File: src/rtl/logic_op_arbiter.sv
// rtl/logic_op_arbiter.sv - two-requester round-robin arbiter in front of one shared bitwise unit
//
// Purpose:
//   Two requesters compete for a single bitwise logic unit (NOT/AND/OR/XOR).
//   At most one operation is accepted per cycle. The result lands in a
//   one-entry result register one cycle after acceptance and stays there
//   until the consumer takes it. Contention is resolved round-robin.
//   Per-requester saturating counters track accepted operations.
//
// Ports:
//   clock        rising-edge clock for all state
//   reset        synchronous, active-high reset
//   reqN_valid   requester N presents an operation
//   reqN_op      opcode: 00 NOT a, 01 AND, 10 OR, 11 XOR
//   reqN_a/b     operands (b unused for NOT)
//   reqN_ready   requester N operation accepted this cycle (combinational)
//   resp_valid   result register holds an unconsumed result
//   resp_ready   consumer takes the result this cycle
//   resp_id      requester that owns the result
//   resp_result  computed result
//   count0/1     saturating count of accepted operations per requester

module logic_op_arbiter #(
  parameter int WIDTH = 32
) (
  input  logic             clock,
  input  logic             reset,
  input  logic             req0_valid,
  input  logic [1:0]       req0_op,
  input  logic [WIDTH-1:0] req0_a,
  input  logic [WIDTH-1:0] req0_b,
  output logic             req0_ready,
  input  logic             req1_valid,
  input  logic [1:0]       req1_op,
  input  logic [WIDTH-1:0] req1_a,
  input  logic [WIDTH-1:0] req1_b,
  output logic             req1_ready,
  output logic             resp_valid,
  input  logic             resp_ready,
  output logic             resp_id,
  output logic [WIDTH-1:0] resp_result,
  output logic [15:0]      count0,
  output logic [15:0]      count1
);

  typedef enum logic {
    IDLE = 1'b0,
    HOLD = 1'b1
  } state_t;

  state_t state;

  // Index of the requester granted most recently; the other one wins a tie.
  logic rr_ptr;

  logic             slot_open;
  logic             pick1;
  logic             xfer0;
  logic             xfer1;
  logic             xfer;
  logic [1:0]       sel_op;
  logic [WIDTH-1:0] sel_a;
  logic [WIDTH-1:0] sel_b;
  logic [WIDTH-1:0] alu_out;

  // The slot is open when the result register is empty or is being drained
  // this very cycle, which lets one result per cycle flow back-to-back.
  // Reset closes the slot so nothing is accepted while it is asserted.
  assign slot_open = !reset && ((state == IDLE) || resp_ready);

  // With both requesters valid the one not granted last wins; otherwise the
  // single valid requester wins. With neither valid pick1 is 0 but both
  // readies stay low because they are qualified by valid.
  assign pick1 = (req0_valid && req1_valid) ? (rr_ptr == 1'b0) : req1_valid;

  assign req0_ready = slot_open && req0_valid && !pick1;
  assign req1_ready = slot_open && req1_valid &&  pick1;

  assign xfer0 = req0_valid && req0_ready;
  assign xfer1 = req1_valid && req1_ready;
  assign xfer  = xfer0 || xfer1;

  // Operand mux feeding the single shared logic unit.
  always_comb begin
    sel_op = req0_op;
    sel_a  = req0_a;
    sel_b  = req0_b;
    if (xfer1) begin
      sel_op = req1_op;
      sel_a  = req1_a;
      sel_b  = req1_b;
    end
  end

  always_comb begin
    alu_out = '0;
    case (sel_op)
      2'b00:   alu_out = ~sel_a;
      2'b01:   alu_out = sel_a & sel_b;
      2'b10:   alu_out = sel_a | sel_b;
      default: alu_out = sel_a ^ sel_b;
    endcase
  end

  // Control FSM with registered response outputs.
  always_ff @(posedge clock) begin
    if (reset) begin
      state       <= IDLE;
      resp_valid  <= 1'b0;
      resp_id     <= 1'b0;
      resp_result <= '0;
      rr_ptr      <= 1'b1;
      count0      <= 16'd0;
      count1      <= 16'd0;
    end else begin
      case (state)
        IDLE: begin
          if (xfer) begin
            state <= HOLD;
            resp_valid <= 1'b1;
          end
        end
        HOLD: begin
          // Without resp_ready the slot is closed, so xfer cannot be high and
          // the result register simply holds.
          if (resp_ready && !xfer) begin
            state      <= IDLE;
            resp_valid <= 1'b0;
          end
        end
        default: begin
          state      <= IDLE;
          resp_valid <= 1'b0;
        end
      endcase

      if (xfer) begin
        resp_result <= alu_out;
        resp_id     <= xfer1;
        rr_ptr      <= xfer1;
      end

      if (xfer0 && (count0 != 16'hFFFF)) begin
        count0 <= count0 + 16'd1;
      end
      if (xfer1 && (count1 != 16'hFFFF)) begin
        count1 <= count1 + 16'd1;
      end
    end
  end

endmodule

File: config.mk
export PLATFORM = sky130hd
export DESIGN_NAME = logic_op_arbiter
export DESIGN_NICKNAME = d
export VERILOG_FILES = /design/src/rtl/logic_op_arbiter.sv
export SDC_FILE = /design/constraint.sdc
export NUM_CORES = 1
export LEC_CHECK = 0
export CAP_MARGIN = 25
export CELL_PAD_IN_SITES_DETAIL_PLACEMENT = 1
export CELL_PAD_IN_SITES_GLOBAL_PLACEMENT = 1
export CORE_MARGIN = 2
export CORE_UTILIZATION = 33
export CTS_CLUSTER_SIZE = 14
export DETAILED_ROUTE_END_ITERATION = 7
export GPL_TIMING_DRIVEN = 0
export HOLD_SLACK_MARGIN = 0.03
export PLACE_DENSITY_LB_ADDON = 0.1
export SYNTH_ARGS = -nofsm -noshare
export SYNTH_HDL_FRONTEND = slang
export SYNTH_SLANG_ARGS = --single-unit
File: constraint.sdc
create_clock -name clock -period 3.9 [get_ports clock]
set_input_delay 0.78 -clock clock [delete_from_list [all_inputs] [get_ports clock]]
set_output_delay 0.78 -clock clock [all_outputs]
set_load 0.005 [all_outputs]
==> results of run 1 <==
## report_power, final
group	total, W	leakage [nW]	switching [W]	internal (W)
Combinational	0.000720	2.53	0.000376	0.000344
Sequential	0.000765	0.556	0.0000284	0.000737
Clock	0.000918	0.149	0.000357	0.000561
## per-stage QoR
stage                     hold slack, ns  util (%)  TNS, ns
after floorplan                    0.463         -        0
after global placement             0.471      46.8    -5.23
after detailed placement           0.485      46.8    -5.82
after CTS                          0.503      48.7        0
after global routing               0.524      48.7        0
final                              0.500      48.7        0
## worst min-delay path, cell delays in order, from the launching register on
cell and delay (ns):
dfxtp_1 0.33, nand3_1 0.07, o221ai_1 0.06
## layout by cell type (no fill, tap or decap), drive strengths merged, types with 19 or more instances in the layout
master / instances
nor2: 69
ha: 35
nand3: 57
a21oi: 59
dfxtp: 68
o21ai: 26
mux2i: 19
nor3: 32
clkbuf: 58
o311ai: 19
nand2: 211
nor3b: 20
clkdlybuf4s50: 201
a211oi: 50
## routing by layer
| layer | vias to the layer above | part of all wire (%) | wire length (µm) |
|---|---|---|---|
| li1 | 3500 | - | - |
| met2 | 243 | 48 | 12400 |
| met4 | 2 | 2.0 | 515 |
| met1 | 3527 | 43 | 11100 |
| met3 | 32 | 6.3 | 1600 |
| met5 | - | 0.051 | 13 |
## logic make-up (layout without fill, tap and decap cells)
group,after synthesis,count (layout),share of synthesized area [%]
fa+ha+maj,35,35,7.58
xor+xnor,17,17,2.58
flops,68,68,23.6
simple gates,432,432,33.6
buf+inv,79,294,5.54
mux,20,20,3.55
compound gates,200,200,23.6
## path summary, 6_finish.rpt
check / endpoint / slack, ns / from / cells after the start
setup / recovery: req1_ready / 0.16 / req0_valid / 6
setup reg to reg: resp_result[2]$_SDFFE_PP0P_ / 0.87 / state$_SDFF_PP0_ / 11
hold / removal: resp_result[12]$_SDFFE_PP0P_ / 0.50 / resp_result[12]$_SDFFE_PP0P_ / 2
hold reg to reg: resp_result[12]$_SDFFE_PP0P_ / 0.50 / resp_result[12]$_SDFFE_PP0P_ / 2
## cell type report
class / count / area, µm² / share of cell area [%]
buffer: 64 / 267 / 3.17
clock buffer: 10 / 229 / 2.73
clock inverter: 6 / 88.8 / 1.06
inverter: 13 / 51.3 / 0.611
multi-input combinational: 704 / 4110 / 48.9
sequential: 68 / 1360 / 16.2
tap: 225 / 282 / 3.35
timing repair buffer: 201 / 2010 / 24.0
## sequential cells by signal, indices dropped and copies added (netlist names)
| name | count |
|---|---|
| resp_result | 32 |
| count1 | 16 |
| count0 | 16 |
| rr_ptr | 1 |
| resp_id | 1 |
| state | 1 |
| resp_valid | 1 |
==> metrics.cfg, run 1 <==
[critical_path]
cp-end-kind = primary output
cp-start-kind = input port
critPathRequiredTime_ns = 3.12
cp_slowest_cell = clkdlybuf4s50_1
crit_path_frequent_cell = clkdlybuf4s50_1
cp.arrival_ns = 2.96
criticalPathCategory = input port to primary output
cp_max_fo = 19
crit_buf_inv = 4
path_delay_family = buffers and inverters
crit_path_cell_trace = clkdlybuf4s50_1, a21boi_2, nand3_4, inv_4, clkbuf_4, clkdlybuf4s50_1
crit_path_max_incr_delay_ns = 0.56

[sta]
fin_ws_ns = 0.156
skew_ns = 0.00665
hold_viol_final = 0
finalCriticalPeriod_ns = 3.74
relSlewSlack_pct = 43.4
fin_crit_sh_pct = 96.0
tightestPinTransition_ns = 0.846
rsz0062_at_grt = false
finalMaxSlewViolations = 0
fmaxAchievable_mhz = 267
setup_viol = 0

[clocking]
root_buffer = clkbuf_16
cts_num_sinks = 68
cts_hold_buf = 0
insertion_delay_ns = 0.35
post_cts_resized = 3
cts.htree.levels = 3
clkSlewWorstSetupHoldPaths_ns = 0.06
cts_buffer_depth = 2
numCtsBuffers = 9
postCtsSetupBuffers = 0
cts_tree = done

[synth]
syn-num-nets = 1023
synthFlopType = dfxtp_1
yosysMostFrequentCell = nand2_1
syn_avg_cell_area_um2 = 6.79
ys_seq_area_share_pct = 23.6
synth-edff-count = 0
synth_cell_types = 52
synth.area.top_cells = dfxtp_1 24%, nand2_1 14%, ha_1 7.6%
yosys.area.top_type = dfxtp_1
synthTopCellsByCount = 211 x nand2_1, 69 x nor2_1, 68 x dfxtp_1
ys_ff_latch = 68
async_flop_share_pct = 0
ys_warn_count = 0
syn_inst = 851
synth_top_area_share_pct = 23.6
synth_area_um2 = 5780

[routing]
drt-total-wl_um = 25600
first_pass_iters = 4
first_iter_violations = 355
wl_per_cell_um = 19.8
ant_nets = 0
num_vias = 7304
drcViolationCount = 0
via_per_inst = 5.66

[final_layout]
num-fill-cells = 2254
final_nets = 1233
n_antenna_cell = 0
layout-drive-gt1-share_pct = 3.94
synthToLayoutAreaGrowth_pct = 45.3
design_area_um2 = 8400
layoutNonFillerInstCount = 1291

[placed_design]
place_congestion = 0.880
post_dp_cell_area_um2 = 8070
pre_cts_ws_ns = -0.457
io_buffer_count = 201
dp_hpwl_um = 19200
dpl.cell_count = 1277

[floorplan]
start_util_pct = 33.5
die_area_um2 = 18600
io_pins = 205
chipHeight_um = 136
die_x_um = 136
core_area_um2 = 17200
num_rows = 48

[power_and_ir_drop]
power_w = 0.00240
leakage_nw = 3.23
power.density_nw_per_um2 = 286
ir_worst_vdd_uv = 227

[global_route]
grt_max_degree = 20
grtUsageMet3_pct = 4.88
grt_busiest_layer = met2
antenna_found_initial = 1
first_global_vias = 7499
overflow = 0
grt_usage_pct = 27.6
grtUsageMet2_pct = 47.3
grtUsageMet1_pct = 34.9
grt_pass1_wl_um = 40200

[flow_run]
drv_cap = 0

[hold_path]
hp-class = flip-flop to flip-flop

[status]
status = finished, final reports clean

Note: power is estimated with default switching activity, not from simulation.
==> inputs of run 2 (changes only) <==
--- a/config.mk
+++ b/config.mk
@@ -18,3 +18,4 @@
 export SYNTH_ARGS = -nofsm -noshare
 export SYNTH_HDL_FRONTEND = slang
 export SYNTH_SLANG_ARGS = --single-unit
+export TNS_END_PERCENT = 100
==> constraint.sdc (replaced) <==
create_clock -name clock -period 3.9 [get_ports clock]
set_input_delay 0.78 -clock clock [delete_from_list [all_inputs] [get_ports clock]]
set_output_delay 0.78 -clock clock [all_outputs]
set_load 0.02 [all_outputs]
==> metrics.cfg, run 2 (same netlist as run 1, synthesis figures left out) <==
[global_route]
antenna_found_initial = 1
grt_pass1_wl_um = 40100
overflow = 0
grt_max_degree = 33
first_global_vias = 7508
grt_usage_pct = 27.5

[final_layout]
final_common_cell = nand2_1
synthToLayoutAreaGrowth_pct = 45.2
layout-drive-gt1-share_pct = 3.85
layout_common_cells = 211 x nand2_1, 201 x clkdlybuf4s50_1, 69 x nor2_1
regMostFlops = resp_result
final_nets = 1231
num-fill-cells = 2254
largest_reg_flops = 32
utilization_pct = 48.7
largestRegisters = resp_result (32), count0 (16), count1 (16)

[sta]
fmaxAchievable_mhz = 270
finalMaxSlewViolations = 0
skew_ns = 0.00817
finalCriticalPeriod_ns = 3.70
tightestPinTransition_ns = 0.824
hold_viol_final = 0
rsz0062_at_grt = false
holdWs_ns = 0.500
fin_crit_sh_pct = 94.9
setup_viol = 0
relSlewSlack_pct = 44.9

[power_and_ir_drop]
ir_worst_vdd_uv = 227
seq_power_share_pct = 31.2
leakage_nw = 3.22
comb_power_share_pct = 31.2
p_int_w = 0.00164
power.density_nw_per_um2 = 292
pwr-share-clk_pct = 37.5
swShare_pct = 33.0
p_sw_w = 0.000808

[floorplan]
io_pins = 205
die_x_um = 136
core_area_um2 = 17200
start_util_pct = 33.5
chipHeight_um = 136
num_rows = 48
die_area_um2 = 18600

[clocking]
root_buffer = clkbuf_16
numCtsBuffers = 9
cts_hold_buf = 0
clkSlewWorstSetupHoldPaths_ns = 0.06
cts.htree.levels = 3
post_cts_resized = 3
cts_buffer_depth = 2
cts_tree = done
cts_num_sinks = 68
insertion_delay_ns = 0.35
postCtsSetupBuffers = 0

[routing]
via_per_inst = 5.69
first_iter_violations = 366
wl_met3_um = 1630
drt-total-wl_um = 25500
highest-signal-layer = met5
ant_nets = 0
drt-met1-wl_um = 11000
num_vias = 7336
drcViolationCount = 0
wl_per_cell_um = 19.8
first_pass_iters = 5
wl_met2_um = 12300

[critical_path]
cp-end-kind = flip-flop
cp_max_fo = 10
cp-start-kind = input port
reg2reg_depth = 11
cp.arrival_ns = 3.98
crit_path_cell_trace = clkdlybuf4s50_1, nand2b_1, nand3_4, buf_2, clkbuf_1, clkbuf_1, nand2_1, nand2_1, ha_1, nor3b_1, o311ai_0, a21oi_1
cp_slowest_cell = clkbuf_1
crit_path_max_incr_delay_ns = 0.48
critPathRequiredTime_ns = 4.18
criticalPathCategory = input port to flip-flop

[status]
status = finished, final reports clean

[placed_design]
io_buffer_count = 201
dp_hpwl_um = 19200
place_congestion = 0.880

[flow_run]
drv_cap = 0

[hold_path]
worstHoldPathCells = 2
hp-class = flip-flop to flip-flop

-- run 2: cell types whose count changed in the layout (fill, tap and decap cells not counted), sizes merged --
cell / previous run / this run
clkbuf: 58 / 56
diode: 0 / 1
-- run 2: stage by stage --
step	setup slack (ns)	setup TNS [ns]	cells	total power (W)	cell area (µm²)
after floorplan	1.16	0	851	0.00115	5780
after global placement	-0.544	-5.33	1277	0.00153	8070
after detailed placement	-0.560	-5.92	1277	0.00154	8070
after CTS	0.0484	0	1290	0.00245	8390
after global routing	0.00147	0	1289	0.00255	8390
final	0.200	0	1290	0.00245	8390
-- run 2: final timing paths --
| check | startpoint | end | slack (ns) |
|---|---|---|---|
| max | resp_ready | resp_result[2]$_SDFFE_PP0P_ | 0.20 |
| min reg2reg | resp_result[12]$_SDFFE_PP0P_ | resp_result[12]$_SDFFE_PP0P_ | 0.50 |
| max reg2reg | state$_SDFF_PP0_ | resp_result[2]$_SDFFE_PP0P_ | 0.84 |
| min | resp_result[12]$_SDFFE_PP0P_ | resp_result[12]$_SDFFE_PP0P_ | 0.50 |
-- run 2: area by class of cell --
class	instances	area, µm²	share of cell area, %
Clock buffer	10	229	2.73
Clock inverter	6	88.8	1.06
Antenna cell	1	2.50	0.0298
Tap cell	225	282	3.35
Timing Repair Buffer	201	2010	24.0
Buffer	62	253	3.01
Inverter	13	56.3	0.671
Multi-Input combinational cell	704	4110	48.9
Sequential cell	68	1360	16.2
-- run 2: routing by layer --
metal / track usage (%) / up-vias
li1: - / 3503
met1: 34.8 / 3537
met2: 47.3 / 262
met3: 4.88 / 32
met4: 8.74 / 2
met5: 0 / -
-- run 2: worst max-delay path, delay by kind of cell --
| family | cells | cell delay, ns |
|---|---|---|
| buffers and inverters | 4 | 1.77 |
| AO/OA/AOI/OAI | 2 | 0.35 |
| adder cells (fa/ha/maj) | 1 | 0.13 |
| AND/OR/NAND/NOR | 5 | 0.94 |
-- run 2: power by group through the flow --
stage / sequential (W) / clock [W] / combinational, W
floorplan: 0.000821 / 0 / 0.000328
global placement: 0.000780 / 0 / 0.000749
detailed placement: 0.000779 / 0 / 0.000757
CTS: 0.000765 / 0.000923 / 0.000761
global route: 0.000769 / 0.000953 / 0.000833
finish: 0.000765 / 0.000919 / 0.000765
